--- config.mk ---
export PLATFORM = sky130hd
export DESIGN_NAME = aes_output_buffer_flat
export DESIGN_NICKNAME = d
export VERILOG_FILES = /design/src/rtl/aes_output_buffer_if.sv /design/src/rtl/aes_output_buffer.sv /design/src/flat_wrapper.sv
export SDC_FILE = /design/constraint.sdc
export NUM_CORES = 1
export LEC_CHECK = 0
export BUFFER_PORTS_ARGS = -buffer_cell sky130_fd_sc_hd__buf_2
export CORE_MARGIN = 2
export CORE_UTILIZATION = 39
export DETAILED_ROUTE_END_ITERATION = 6
export GPL_TIMING_DRIVEN = 1
export PLACE_DENSITY = 0.67
export SYNTH_ARGS = -nofsm -noshare
export SYNTH_HDL_FRONTEND = slang
export SYNTH_SLANG_ARGS = --single-unit
export TNS_END_PERCENT = 10
--- constraint.sdc ---
create_clock -name clk -period 5.9 [get_ports clk]
set_input_delay 1.77 -clock clk [delete_from_list [all_inputs] [get_ports clk]]
set_output_delay 1.77 -clock clk [all_outputs]
set_load 0.03 [all_outputs]
--- src/rtl/aes_output_buffer_if.sv ---
// aes_output_buffer_if: block capture from the AES pipeline and 32-bit word drain to the consumer
interface aes_output_buffer_if #(parameter int DEPTH = 4);
    logic [127:0]           i_data;
    logic                   i_data_done;
    logic                   o_full;
    logic [31:0]            o_word;
    logic                   o_word_valid;
    logic                   i_word_ready;
    logic                   o_word_last;
    logic [$clog2(DEPTH):0] o_count;
    logic                   i_clear;
    modport master (
        output i_data, i_data_done, i_word_ready, i_clear,
        input  o_full, o_word, o_word_valid, o_word_last, o_count
    );
    modport slave (
        input  i_data, i_data_done, i_word_ready, i_clear,
        output o_full, o_word, o_word_valid, o_word_last, o_count
    );
endinterface

--- src/rtl/aes_output_buffer.sv ---
// aes_output_buffer: circular buffer of decrypted 128-bit blocks drained MS-word-first as 32-bit words
module aes_output_buffer #(
    parameter int DEPTH = 4
) (
    input logic               clk,
    input logic               rst,
    aes_output_buffer_if.slave bus
);
    localparam int AW = $clog2(DEPTH);
    logic [127:0] mem [DEPTH];
    logic [AW-1:0] wr_ptr, rd_ptr;
    logic [AW:0]   count;
    logic [1:0]    idx;
    logic          capture, xfer, pop;
    // o_full comes from registered count only, so the stall has no input-to-output path
    assign bus.o_full       = count == (AW+1)'(DEPTH);
    assign bus.o_word_valid = count != '0;
    assign bus.o_word_last  = bus.o_word_valid & (idx == 2'd3);
    assign bus.o_count      = count;
    assign bus.o_word       = mem[rd_ptr][{~idx, 5'd0} +: 32];
    assign capture          = bus.i_data_done & ~bus.o_full & ~bus.i_clear;
    assign xfer             = bus.o_word_valid & bus.i_word_ready & ~bus.i_clear;
    assign pop              = xfer & (idx == 2'd3);
    always_ff @(posedge clk) begin
        if (capture) mem[wr_ptr] <= bus.i_data;
    end
    always_ff @(posedge clk or posedge rst) begin
        if (rst) begin
            wr_ptr <= '0;
            rd_ptr <= '0;
            count  <= '0;
            idx    <= '0;
        end else if (bus.i_clear) begin
            wr_ptr <= '0;
            rd_ptr <= '0;
            count  <= '0;
            idx    <= '0;
        end else begin
            if (capture) wr_ptr <= wr_ptr + 1'b1;
            if (pop) rd_ptr <= rd_ptr + 1'b1;
            if (xfer) idx <= idx + 2'd1;
            count <= count + (AW+1)'(capture) - (AW+1)'(pop);
        end
    end
endmodule

--- src/flat_wrapper.sv ---
// flat-port wrapper written by rule: the top's interface ports become plain ports
module aes_output_buffer_flat 
#(
    parameter int DEPTH = 4
)
  (clk, rst, bus_i_data, bus_i_data_done, bus_i_word_ready, bus_i_clear, bus_o_full, bus_o_word, bus_o_word_valid, bus_o_word_last, bus_o_count);
  aes_output_buffer_if #(.DEPTH(DEPTH)) bus_i ();
  input logic clk;
  input logic rst;
  input wire logic [$bits(bus_i.i_data)-1:0] bus_i_data;
  input wire logic [$bits(bus_i.i_data_done)-1:0] bus_i_data_done;
  input wire logic [$bits(bus_i.i_word_ready)-1:0] bus_i_word_ready;
  input wire logic [$bits(bus_i.i_clear)-1:0] bus_i_clear;
  output wire logic [$bits(bus_i.o_full)-1:0] bus_o_full;
  output wire logic [$bits(bus_i.o_word)-1:0] bus_o_word;
  output wire logic [$bits(bus_i.o_word_valid)-1:0] bus_o_word_valid;
  output wire logic [$bits(bus_i.o_word_last)-1:0] bus_o_word_last;
  output wire logic [$bits(bus_i.o_count)-1:0] bus_o_count;
  assign bus_i.i_data = bus_i_data;
  assign bus_i.i_data_done = bus_i_data_done;
  assign bus_i.i_word_ready = bus_i_word_ready;
  assign bus_i.i_clear = bus_i_clear;
  assign bus_o_full = bus_i.o_full;
  assign bus_o_word = bus_i.o_word;
  assign bus_o_word_valid = bus_i.o_word_valid;
  assign bus_o_word_last = bus_i.o_word_last;
  assign bus_o_count = bus_i.o_count;
  aes_output_buffer #(.DEPTH(DEPTH)) u_core (.clk(clk), .rst(rst), .bus(bus_i));
endmodule
==> metrics list <==
- The flow ran to the end, and the final reports show no timing, DRC or antenna violations.
* Count of buffers added by post-CTS timing repair for setup: 0
- When the netlist entered floorplanning its net count stood at 1085.
- Headroom to the max-slew limit came out at 0.302.
- Of the total power, the share spent switching nets is 0.223.
- Distinct cell type count after synthesis: 27
- Critical Path Source Type: flip-flop
* Transition time at the pin with the least slew margin: between 1 and 1.5 ns
- Global router's overall resource usage: 0.160
* Top cells by area, synth: sky130_fd_sc_hd__edfxtp_1 (77%), sky130_fd_sc_hd__mux4_2 (9.2%), sky130_fd_sc_hd__mux2i_1 (4.7%), sky130_fd_sc_hd__a22oi_1 (3.2%), sky130_fd_sc_hd__dfrtp_1 (1.1%)
- Via count of the first global-routing pass: a little over 10000
- Pin count of the biggest net entering global routing: 78
- Of the total power, combinational logic draws 0.064.
- The tree built by TritonCTS fans out to approximately 520 sinks.
* Count of port buffers added during placement: 170
- Number of synthesized flops with an enable pin: 512
- Detailed placement finished with a half-perimeter wire length of 25800 um.
* Post-route design area: 23200 um^2
- Layout Nets: 1284
- In this run, the number of DRC markers left after iteration 0 of detailed routing was 743.
- The congestion estimate from routability-driven global placement came to approximately 0.72.
- Number of antenna violations at the first check in global routing: 16
- Once placement finished, the instance area stood at around 22000 um^2.
* Data arrival time of the critical path: 3.08 ns
- The floorplan has 82 rows.
- Synthesized flop and latch total: 521
* Placed cell count: ~1800
* Dominant synthesized flop cell: sky130_fd_sc_hd__edfxtp_1
* Die ar.: 53100 um^2
- Starting utilization of the core area: 0.397
- The cell sitting at the root of the clock tree is a sky130_fd_sc_hd__clkbuf_16.
* Fin. max-slew vios: 0
- FFs w/ async S/R, synth: 0.0173
- Number of buffers created by CTS: 53
- Number of detailed-routing iterations run before antenna repair: 5
* Highest attainable clock frequency: 206 MHz
- In this run the power spent charging and discharging nets is roughly 1.7 mW.
* Seq pwr share: 0.547
- CTS clk-pin slew, worst paths: 0.06 ns
- Area of the mapped netlist: 20000 um^2
* Synth top area share: 0.769
* Overflow left after global routing: 0
* Top cell type by total area after synthesis: sky130_fd_sc_hd__edfxtp_1
- Setup repair after global routing left no endpoint under its margin.
* Global-route wire length before repair: 63700 um
- A synthesized cell averages between 20 and 25 um^2.
- Critical path start-end classification: reg2out
* CTS-repair resized insts: 0
* Final WL: 42200 um
- Clock latency at the later pin of the worst-skew pair: 0.61 ns
- Ratio of cells with drive above 1 in the final layout: 0.301
* Floorplan core area: roughly 50000 um^2
- In the final timing run, aggregate negative setup slack is 0 ns.
- Leakage Power: 7.47 nW
- For this run, the number of Yosys warnings is 0.
- Biggest fanout along the worst timing path: 49
- sky130_fd_sc_hd__edfxtp_1 is the most common cell in the netlist.
- Dividing the final minimum period by the clock period gives 0.823.
- Maximum count of clock buffers along a single path: 3
- From left edge to right edge, the die measures between 200 and 250 um.
- Clk_skew: 0.0312 ns
* Floorplan die height: 230 um
- Total of endpoints with negative setup slack in the final report: 0
* Number of hold-slack violations in the final timing report: 0
* Overall power consumption: around 7.8 mW
- Required time of the critical path: 4.13 ns
* Growth of design area from synthesis to finish: 16.2%
* Number of hold buffers added after cts: 0
- Tightest Hold Check Type: reg2reg
* Routed vias: 9760
* Maximum ir drop on the vdd rail: between 0.2 and 0.25 mV
- Once detail routing completed, the nets flagged for antenna violations numbered 0.
* Power per cell area: 334 nW/um^2
- In this run the count of I/O pins placed on the die edge is 171.
* Top post-synthesis cells by count: sky130_fd_sc_hd__edfxtp_1 (512), sky130_fd_sc_hd__mux2i_1 (93), sky130_fd_sc_hd__a22oi_1 (86), sky130_fd_sc_hd__mux4_2 (82), sky130_fd_sc_hd__nand2_1 (34)
- The clock period could shrink to 4.85 ns.
* Cells after Synth: 944
- Post-detailed-route wirelength per cell: between 20 and 25 um
- Total DRC errors in the routed layout: 0
- Using the TritonRoute via totals, the vias-per-cell ratio works out to around 5.2.
* Sequential element share of the synthesized area: 0.781
- Clock share of power: 0.389
- The H-tree generated during clock tree synthesis spans 2 levels.
- CTS tree: yes
- STA classifies the critical path endpoint as a primary output.
- Internal power comes to 6.03 mW.
- The tool flagged a number of max-cap violations equal to 0.
* Final instance count without filler cells: approximately 1900
-- cells in the final DEF (no fill, tap or decap), types with 2 or more instances in the layout --
master,count
sky130_fd_sc_hd__a22oi_1,86
sky130_fd_sc_hd__and2_1,3
sky130_fd_sc_hd__and2_4,4
sky130_fd_sc_hd__buf_12,7
sky130_fd_sc_hd__buf_2,170
sky130_fd_sc_hd__buf_4,19
sky130_fd_sc_hd__clkbuf_1,17
sky130_fd_sc_hd__clkbuf_16,53
sky130_fd_sc_hd__clkinv_1,12
sky130_fd_sc_hd__clkinv_16,2
sky130_fd_sc_hd__clkinv_2,5
sky130_fd_sc_hd__clkinv_4,2
sky130_fd_sc_hd__dfrtp_1,6
sky130_fd_sc_hd__dfrtp_2,2
sky130_fd_sc_hd__diode_2,6
sky130_fd_sc_hd__edfxtp_1,512
sky130_fd_sc_hd__ha_1,7
sky130_fd_sc_hd__inv_1,6
sky130_fd_sc_hd__inv_6,2
sky130_fd_sc_hd__mux2i_1,93
sky130_fd_sc_hd__mux4_2,82
sky130_fd_sc_hd__nand2_1,34
sky130_fd_sc_hd__nand3_1,25
sky130_fd_sc_hd__nor2_1,10
sky130_fd_sc_hd__nor2_2,2
sky130_fd_sc_hd__nor2b_1,3
sky130_fd_sc_hd__nor2b_2,3
sky130_fd_sc_hd__xnor2_1,2
sky130_fd_sc_hd__xor2_1,4
-- cells by family after synthesis --
group / after synthesis / synth area share
xor+xnor: 6 / 0.00263
fa+ha+maj: 8 / 0.00539
compound gates: 88 / 0.0332
flops: 521 / 0.781
buf+inv: 58 / 0.0187
simple gates: 88 / 0.0203
mux: 175 / 0.139
-- registers in the layout, summed over array words and instances (netlist names) --
| signal | count |
|---|---|
| u_core.rd_ptr | 2 |
| u_core.mem | 512 |
| u_core.idx | 2 |
| u_core.bus.o_count | 3 |
| u_core.wr_ptr | 2 |
-- through the flow --
step,hold slack [ns],utilization,setup slack (ns)
4_1_cts,0.610,0.460,0.954
2_1_floorplan,0.542,-,0.356
3_3_place_gp,0.570,0.429,1.64
6_report,0.601,0.461,1.05
5_1_grt,0.697,0.461,0.812
3_5_place_dp,0.596,0.429,1.61
-- final cells by class --
class,count,area [um^2]
Clock buffer,70,1390
Clock inverter,24,173
Timing Repair Buffer,196,1130
Sequential cell,521,15600
Inverter,6,22.5
Fill cell,4207,27200
Antenna cell,6,15.0
Multi-Input combinational cell,365,4030
Tap cell,672,841
-- path summary, 6_finish.rpt --
check | start | end | slack, ns | cells after the start
worst max register to register | u_core.idx[0] | u_core.bus.o_count[2] | 2.95 | 11
worst max-delay path | u_core.rd_ptr[1] | bus_o_word[16] | 1.05 | 5
worst min-delay path | u_core.wr_ptr[1] | u_core.wr_ptr[1] | 0.60 | 2
max in group asynchronous | rst | u_core.rd_ptr[1] | 4.42 | 2
min in group asynchronous | rst | u_core.rd_ptr[1] | 1.16 | 2
worst min register to register | u_core.wr_ptr[1] | u_core.wr_ptr[1] | 0.60 | 2
-- worst max-delay path, cell delays in order, from the launching register on --
cell and delay [ns]:
sky130_fd_sc_hd__dfrtp_4 1.04, sky130_fd_sc_hd__buf_4 0.38, sky130_fd_sc_hd__mux4_2 0.53, sky130_fd_sc_hd__a22oi_1 0.19, sky130_fd_sc_hd__nand2_1 0.09, sky130_fd_sc_hd__buf_2 0.18
-- power groups by stage --
stage	Combinational (mW)	Clock [mW]	Sequential, mW
6_report	0.500	3.02	4.25
3_5_place_dp	0.508	0	4.32
3_3_place_gp	0.499	0	4.32
2_1_floorplan	0.280	0	4.33
5_1_grt	0.544	3.24	4.25
4_1_cts	0.510	3.10	4.25
-- routing by layer --
metal	routed length, um	global-route usage	up-vias
li1	-	-	4311
met1	17800	0.215	5065
met2	20600	0.258	300
met3	2990	0.0353	70
met4	753	0.0550	14
met5	95	0	-
(Power assumes the default switching activity.)
